[src/rtl/ysyx_25030077_idu_pkg.sv]
// Shared decode constants, immediate-select encoding and sequencer state type
// for the ysyx_25030077 decode-stage sequencer.
package ysyx_25030077_idu_pkg;

  localparam logic [6:0] OPC_LUI    = 7'b0110111;
  localparam logic [6:0] OPC_AUIPC  = 7'b0010111;
  localparam logic [6:0] OPC_JAL    = 7'b1101111;
  localparam logic [6:0] OPC_JALR   = 7'b1100111;
  localparam logic [6:0] OPC_BRANCH = 7'b1100011;
  localparam logic [6:0] OPC_LOAD   = 7'b0000011;
  localparam logic [6:0] OPC_STORE  = 7'b0100011;
  localparam logic [6:0] OPC_OPIMM  = 7'b0010011;
  localparam logic [6:0] OPC_OP     = 7'b0110011;
  localparam logic [6:0] OPC_SYSTEM = 7'b1110011;

  localparam logic [2:0] IMM_NONE  = 3'd0;
  localparam logic [2:0] IMM_I     = 3'd1;
  localparam logic [2:0] IMM_U     = 3'd2;
  localparam logic [2:0] IMM_C4    = 3'd3;
  localparam logic [2:0] IMM_S     = 3'd4;
  localparam logic [2:0] IMM_SHAMT = 3'd5;

  typedef enum logic [0:0] {
    ST_IDLE  = 1'b0,
    ST_ISSUE = 1'b1
  } state_e;

  typedef struct packed {
    logic [1:0] nuops;
    logic [2:0] imm_type0;
    logic [2:0] imm_type1;
    logic       illegal;
  } dec_t;

  // Shift-immediate forms take the 5-bit shamt instead of a sign-extended imm.
  function automatic logic is_shift_f3(input logic [2:0] f3);
    return (f3 == 3'b001) || (f3 == 3'b101);
  endfunction

endpackage

[src/rtl/ysyx_25030077_idu_dec.sv]
// Combinational opcode classifier: uop count, per-uop immediate select and
// illegal-instruction flag for one 32-bit instruction word.
module ysyx_25030077_idu_dec
  import ysyx_25030077_idu_pkg::*;
(
  input  logic [31:0] inst_i,
  output logic [1:0]  nuops_o,
  output logic [2:0]  imm_type0_o,
  output logic [2:0]  imm_type1_o,
  output logic        illegal_o
);

  logic [6:0] opc_s;
  logic [2:0] f3_s;
  logic       unused_s;

  assign opc_s    = inst_i[6:0];
  assign f3_s     = inst_i[14:12];
  assign unused_s = ^{inst_i[31:15], inst_i[11:7]};

  // Opcode table lookup; anything unrecognised becomes a single illegal uop.
  always_comb begin
    nuops_o     = 2'd1;
    imm_type0_o = IMM_NONE;
    imm_type1_o = IMM_NONE;
    illegal_o   = 1'b0;
    if (inst_i[1:0] != 2'b11) begin
      illegal_o = 1'b1;
    end else begin
      case (opc_s)
        OPC_LUI, OPC_AUIPC: imm_type0_o = IMM_U;
        OPC_JAL: begin
          nuops_o     = 2'd2;
          imm_type0_o = IMM_C4;
          imm_type1_o = IMM_NONE;
        end
        OPC_JALR: begin
          nuops_o     = 2'd2;
          imm_type0_o = IMM_C4;
          imm_type1_o = IMM_I;
        end
        OPC_LOAD:  imm_type0_o = IMM_I;
        OPC_STORE: imm_type0_o = IMM_S;
        OPC_OPIMM: imm_type0_o = is_shift_f3(f3_s) ? IMM_SHAMT : IMM_I;
        OPC_BRANCH, OPC_OP, OPC_SYSTEM: imm_type0_o = IMM_NONE;
        default: illegal_o = 1'b1;
      endcase
    end
  end

endmodule

[src/rtl/ysyx_25030077_idu_seq.sv]
// Decode-stage sequencer: latches one instruction per handshake and issues its
// one or two uops to the EXU. Optional counters: YSYX_25030077_IDU_PERF_EN.
module ysyx_25030077_idu_seq
  import ysyx_25030077_idu_pkg::*;
#(
  parameter int PERF_W = 32
) (
  input  logic              clock,
  input  logic              reset,
  input  logic              io_in_valid,
  output logic              io_in_ready,
  input  logic [31:0]       io_in_inst,
  input  logic [31:0]       io_in_pc,
  output logic              io_out_valid,
  input  logic              io_out_ready,
  output logic [31:0]       io_out_inst,
  output logic [31:0]       io_out_pc,
  output logic [2:0]        io_out_imm_type,
  output logic              io_out_uop,
  output logic              io_out_last,
  output logic              io_out_illegal,
  input  logic              io_flush
`ifdef YSYX_25030077_IDU_PERF_EN
  ,
  output logic [PERF_W-1:0] io_perf_issue,
  output logic [PERF_W-1:0] io_perf_stall
`endif
);

  state_e      state_q;
  logic        valid_q;
  logic [31:0] inst_q;
  logic [31:0] pc_q;
  logic [2:0]  imm_q;
  logic [2:0]  imm1_q;
  logic        uop_q;
  logic        last_q;
  logic        illegal_q;

  dec_t        dec_s;
  logic        in_fire_s;
  logic        out_fire_s;

  ysyx_25030077_idu_dec u_dec (
    .inst_i      (io_in_inst),
    .nuops_o     (dec_s.nuops),
    .imm_type0_o (dec_s.imm_type0),
    .imm_type1_o (dec_s.imm_type1),
    .illegal_o   (dec_s.illegal)
  );

  // Ready looks through the final uop's handshake so a new instruction can
  // follow with no bubble.
  assign io_in_ready = (state_q == ST_IDLE) ||
                       ((state_q == ST_ISSUE) && out_fire_s && last_q);
  assign in_fire_s   = io_in_valid && io_in_ready;
  assign out_fire_s  = valid_q && io_out_ready;

  // Sequencer FSM with its registered uop payload; flush beats both handshakes.
  always_ff @(posedge clock) begin
    if (reset) begin
      state_q   <= ST_IDLE;
      valid_q   <= 1'b0;
      inst_q    <= 32'd0;
      pc_q      <= 32'd0;
      imm_q     <= IMM_NONE;
      imm1_q    <= IMM_NONE;
      uop_q     <= 1'b0;
      last_q    <= 1'b0;
      illegal_q <= 1'b0;
    end else if (io_flush) begin
      state_q <= ST_IDLE;
      valid_q <= 1'b0;
      uop_q   <= 1'b0;
    end else if (in_fire_s) begin
      state_q   <= ST_ISSUE;
      valid_q   <= 1'b1;
      inst_q    <= io_in_inst;
      pc_q      <= io_in_pc;
      imm_q     <= dec_s.imm_type0;
      imm1_q    <= dec_s.imm_type1;
      uop_q     <= 1'b0;
      last_q    <= (dec_s.nuops == 2'd1);
      illegal_q <= dec_s.illegal;
    end else if (out_fire_s) begin
      if (last_q) begin
        state_q <= ST_IDLE;
        valid_q <= 1'b0;
      end else begin
        uop_q  <= 1'b1;
        imm_q  <= imm1_q;
        last_q <= 1'b1;
      end
    end else begin
      state_q <= state_q;
    end
  end

  assign io_out_valid    = valid_q;
  assign io_out_inst     = inst_q;
  assign io_out_pc       = pc_q;
  assign io_out_imm_type = imm_q;
  assign io_out_uop      = uop_q;
  assign io_out_last     = last_q;
  assign io_out_illegal  = illegal_q;

`ifdef YSYX_25030077_IDU_PERF_EN
  logic [PERF_W-1:0] issue_q;
  logic [PERF_W-1:0] stall_q;

  // Free-running wrap-around counters; only reset clears them, not flush.
  always_ff @(posedge clock) begin
    if (reset) begin
      issue_q <= '0;
      stall_q <= '0;
    end else begin
      if (out_fire_s) begin
        issue_q <= issue_q + 1'b1;
      end
      if (valid_q && !io_out_ready) begin
        stall_q <= stall_q + 1'b1;
      end
    end
  end

  assign io_perf_issue = issue_q;
  assign io_perf_stall = stall_q;
`else
  localparam int unused_perf_w = PERF_W;
`endif

endmodule
[config.mk]
export PLATFORM = sky130hd
export DESIGN_NAME = ysyx_25030077_idu_seq
export DESIGN_NICKNAME = d
export VERILOG_FILES = /design/src/rtl/ysyx_25030077_idu_pkg.sv /design/src/rtl/ysyx_25030077_idu_dec.sv /design/src/rtl/ysyx_25030077_idu_seq.sv
export SDC_FILE = /design/constraint.sdc
export NUM_CORES = 1
export LEC_CHECK = 0
export ABC_AREA = 0
export CORE_ASPECT_RATIO = 0.7
export CORE_MARGIN = 5
export CORE_UTILIZATION = 43
export CTS_BUF_LIST = sky130_fd_sc_hd__clkbuf_16
export DETAILED_ROUTE_END_ITERATION = 8
export GPL_ROUTABILITY_DRIVEN = 0
export PLACE_DENSITY = 0.82
export SETUP_SLACK_MARGIN = 0.1
export SKIP_CTS_REPAIR_TIMING = 1
export SYNTH_ARGS = -nofsm -noshare
export SYNTH_HDL_FRONTEND = slang
export SYNTH_HIERARCHICAL = 1
export SYNTH_SLANG_ARGS = --single-unit
[constraint.sdc]
create_clock -name clock -period 3.6 [get_ports clock]
set_input_delay 0.36 -clock clock [delete_from_list [all_inputs] [get_ports clock]]
set_output_delay 0.36 -clock clock [all_outputs]
set_load 0.05 [all_outputs]
==> results.toml <==
[routing]
first_pass_iters = 4
ant_nets = 0
drt_iter0_drc = 109
vias_per_cell = 4.899
drc_errors = 0
vias = 2753
routed_wl_mm = 7.776
wire_per_inst_microns = 13.84

[timing]
grt_setup_unrepaired = "no"
max_slew.worst_pin.slew_ps = 892.2
clock_skew_ps = 3.477
max_freq_mhz = 449.0
finalMaxSlewViolations = 0
period_needed_ps = 2227
finalCritPeriodShare_pct = 61.86
timing.hold.ws_ps = 450.6
setup_viol = 0
fin_ws_ps = 1373
setup_tns_ps = 0
finalHoldViolCount = 0
maxSlewHeadroom_pct = 40.52

[floorplan]
die_w_microns = 106.0
die-area_sq_mm = 0.008180
pin_count = 141
rows = 24
start_util_pct = 44.39
die_h_microns = 77.19
core_area_sq_mm = 0.006246

[yosys]
synth_warnings = 6
netlist_area_sq_mm = 0.002773
async_flop_share_pct = 0
yosysUniqueCellTypes = 31
yosys.area.top_type_share_pct = 53.43
synth_area_leaders = "dfxtp_1 53%, nand2_1 19%, a21oi_1 13%"
synthCells = 349
ys_seq_area_share_pct = 53.43
yosysMostFrequentCell = "nand2_1"
synth.avg_cell_area_sq_um = 7.945
synth_edf_count = 0
ys.flop_type = "dfxtp_1"
yosys.area.top_type = "dfxtp_1"
ys_ff_latch = 74
synth_common_cells = "141 x nand2_1, 74 x dfxtp_1, 70 x a21oi_1, 17 x clkbuf_1, 9 x nor2_1"

[clocking]
cts_htree_levels = 3
clockBufferDepth = 2
cts_tree = "yes"
clock_sinks = 74
numCtsBuffers = 9
cts-root-buf = "clkbuf_16"
clk_pin_slew_ps = 50
insertion_delay_ps = 320

[setup_path]
path_max_fanout = 5
worst-path-buf-inv = 2
worstPathArrival_ps = 1870
crit_chain = "clkdlybuf4s50_1 > a21bo_4 > clkdlybuf4s50_1"
crit_top_cell = "clkdlybuf4s50_1"
worstSetupPathType = "input pin to output port"
endpoint_kind = "output port"
cp_top_family = "buffers and inverters"
cpPeakStageDelay_ps = 810
start_kind = "input pin"
cp.required_ps = 3240
critPathSlowestCell = "clkdlybuf4s50_1"

[layout]
post-route-util_pct = 71.59
seq_area_sq_mm = 0.001481
multi_input_area_sq_mm = 0.001159
fill_cells = 511
drive_above_1_share_pct = 5.992
nets = 549
area_delta_synth_final_pct = 61.28
antenna_cells = 0

[place]
port_buffers = 140
pre_cts_ws_ps = 1191
dp_hpwl_mm = 5.554

[run_status]
status = "finished clean"

[power_and_ir_drop]
powerDensity_mw_per_mm2 = 478.2
total_leakage_power_nw = 1.639
irDropWorstVdd_mv = 0.3069

[global_route]
antenna_found_initial = 0
grt_pass1_wl_mm = 12.30
grt_pass1_vias = 2553
track_usage_pct = 18.73
grt-ovfl-total = 0
grt_max_degree = 49

[job]
max-cap-violations = 0

[hold_path]
hp-class = "flip-flop to flip-flop"
[tightest hold or removal path, cell delays in order (launching register included)]
cell and delay [ps]:
dfxtp_1 300, nand2_1 50, a21oi_1 50
[metrics by stage]
step | std cells | area, sq um | power, mW
2_1_floorplan | 350 | 2776 | 1.122
3_3_place_gp | 547 | 4179 | 1.290
3_5_place_dp | 547 | 4179 | 1.296
4_1_cts | 562 | 4472 | 2.162
5_1_grt | 562 | 4472 | 2.222
6_report | 562 | 4472 | 2.138
[layer usage]
layer / up-vias / wire length [microns] / track usage [%]
met5: - / 0 / 0
met4: 0 / 103 / 7.115
met1: 1240 / 3385 / 21.84
li1: 1394 / - / -
met2: 107 / 3669 / 30.41
met3: 12 / 617 / 8.221
[report_power, final]
part           internal (mW)  total [mW]  switching (mW)
Combinational          0.160       0.399           0.238
Sequential             0.858       0.879          0.0203
Clock                  0.534       0.861           0.327
[path summary, 6_finish.rpt]
kind / startpoint / end / slack (ps) / cells past startpoint
setup reg to reg: io_out_valid$_SDFFE_PP0P_ / io_out_last$_SDFFE_PP0P_ / 1610 / 5
hold reg to reg: io_out_inst[8]$_SDFFE_PP0P_ / io_out_inst[8]$_SDFFE_PP0P_ / 450 / 2
setup / recovery: io_out_ready / io_in_ready / 1370 / 3
hold / removal: io_out_inst[8]$_SDFFE_PP0P_ / io_out_inst[8]$_SDFFE_PP0P_ / 450 / 2
[final cells by class]
type                            count  share of cell area, %
Sequential cell                    74                  33.13
Timing Repair Buffer              144                  31.90
Multi-Input combinational cell    247                  25.91
Clock buffer                        9                  5.036
Tap cell                           78                  2.182
Clock inverter                      6                  1.511
Inverter                            4                 0.3358
[registers in the layout (all words and copies together) (netlist names)]
register	cells
io_out_inst	32
io_out_pc	32
imm1_q	3
io_out_imm_type	3
io_out_illegal	1
io_out_last	1
io_out_uop	1
io_out_valid	1
[layout by cell type, fill, tap and decap left out, types with 2 or more instances in the layout]
cell	instances
nand2_1	141
clkdlybuf4s50_1	139
dfxtp_1	74
a21oi_1	70
nor2_1	9
clkbuf_16	9
a211oi_1	4
buf_4	4
inv_1	3
mux2i_1	3
o21ai_0	2
clkinvlp_4	2
conb_1	2
[cell families (layout without fill, tap and decap cells)]
kind of cell / Yosys count / count (layout) / synth area share [%]
AO/OA/AOI/OAI: 82 / 82 / 16.43
buffers and inverters: 29 / 163 / 4.918
flip-flops: 74 / 74 / 53.43
multiplexers: 3 / 3 / 1.083
other: 1 / 2 / 0.1352
AND/OR/NAND/NOR: 160 / 160 / 24.01
Note: power is estimated with default switching activity, not from simulation.
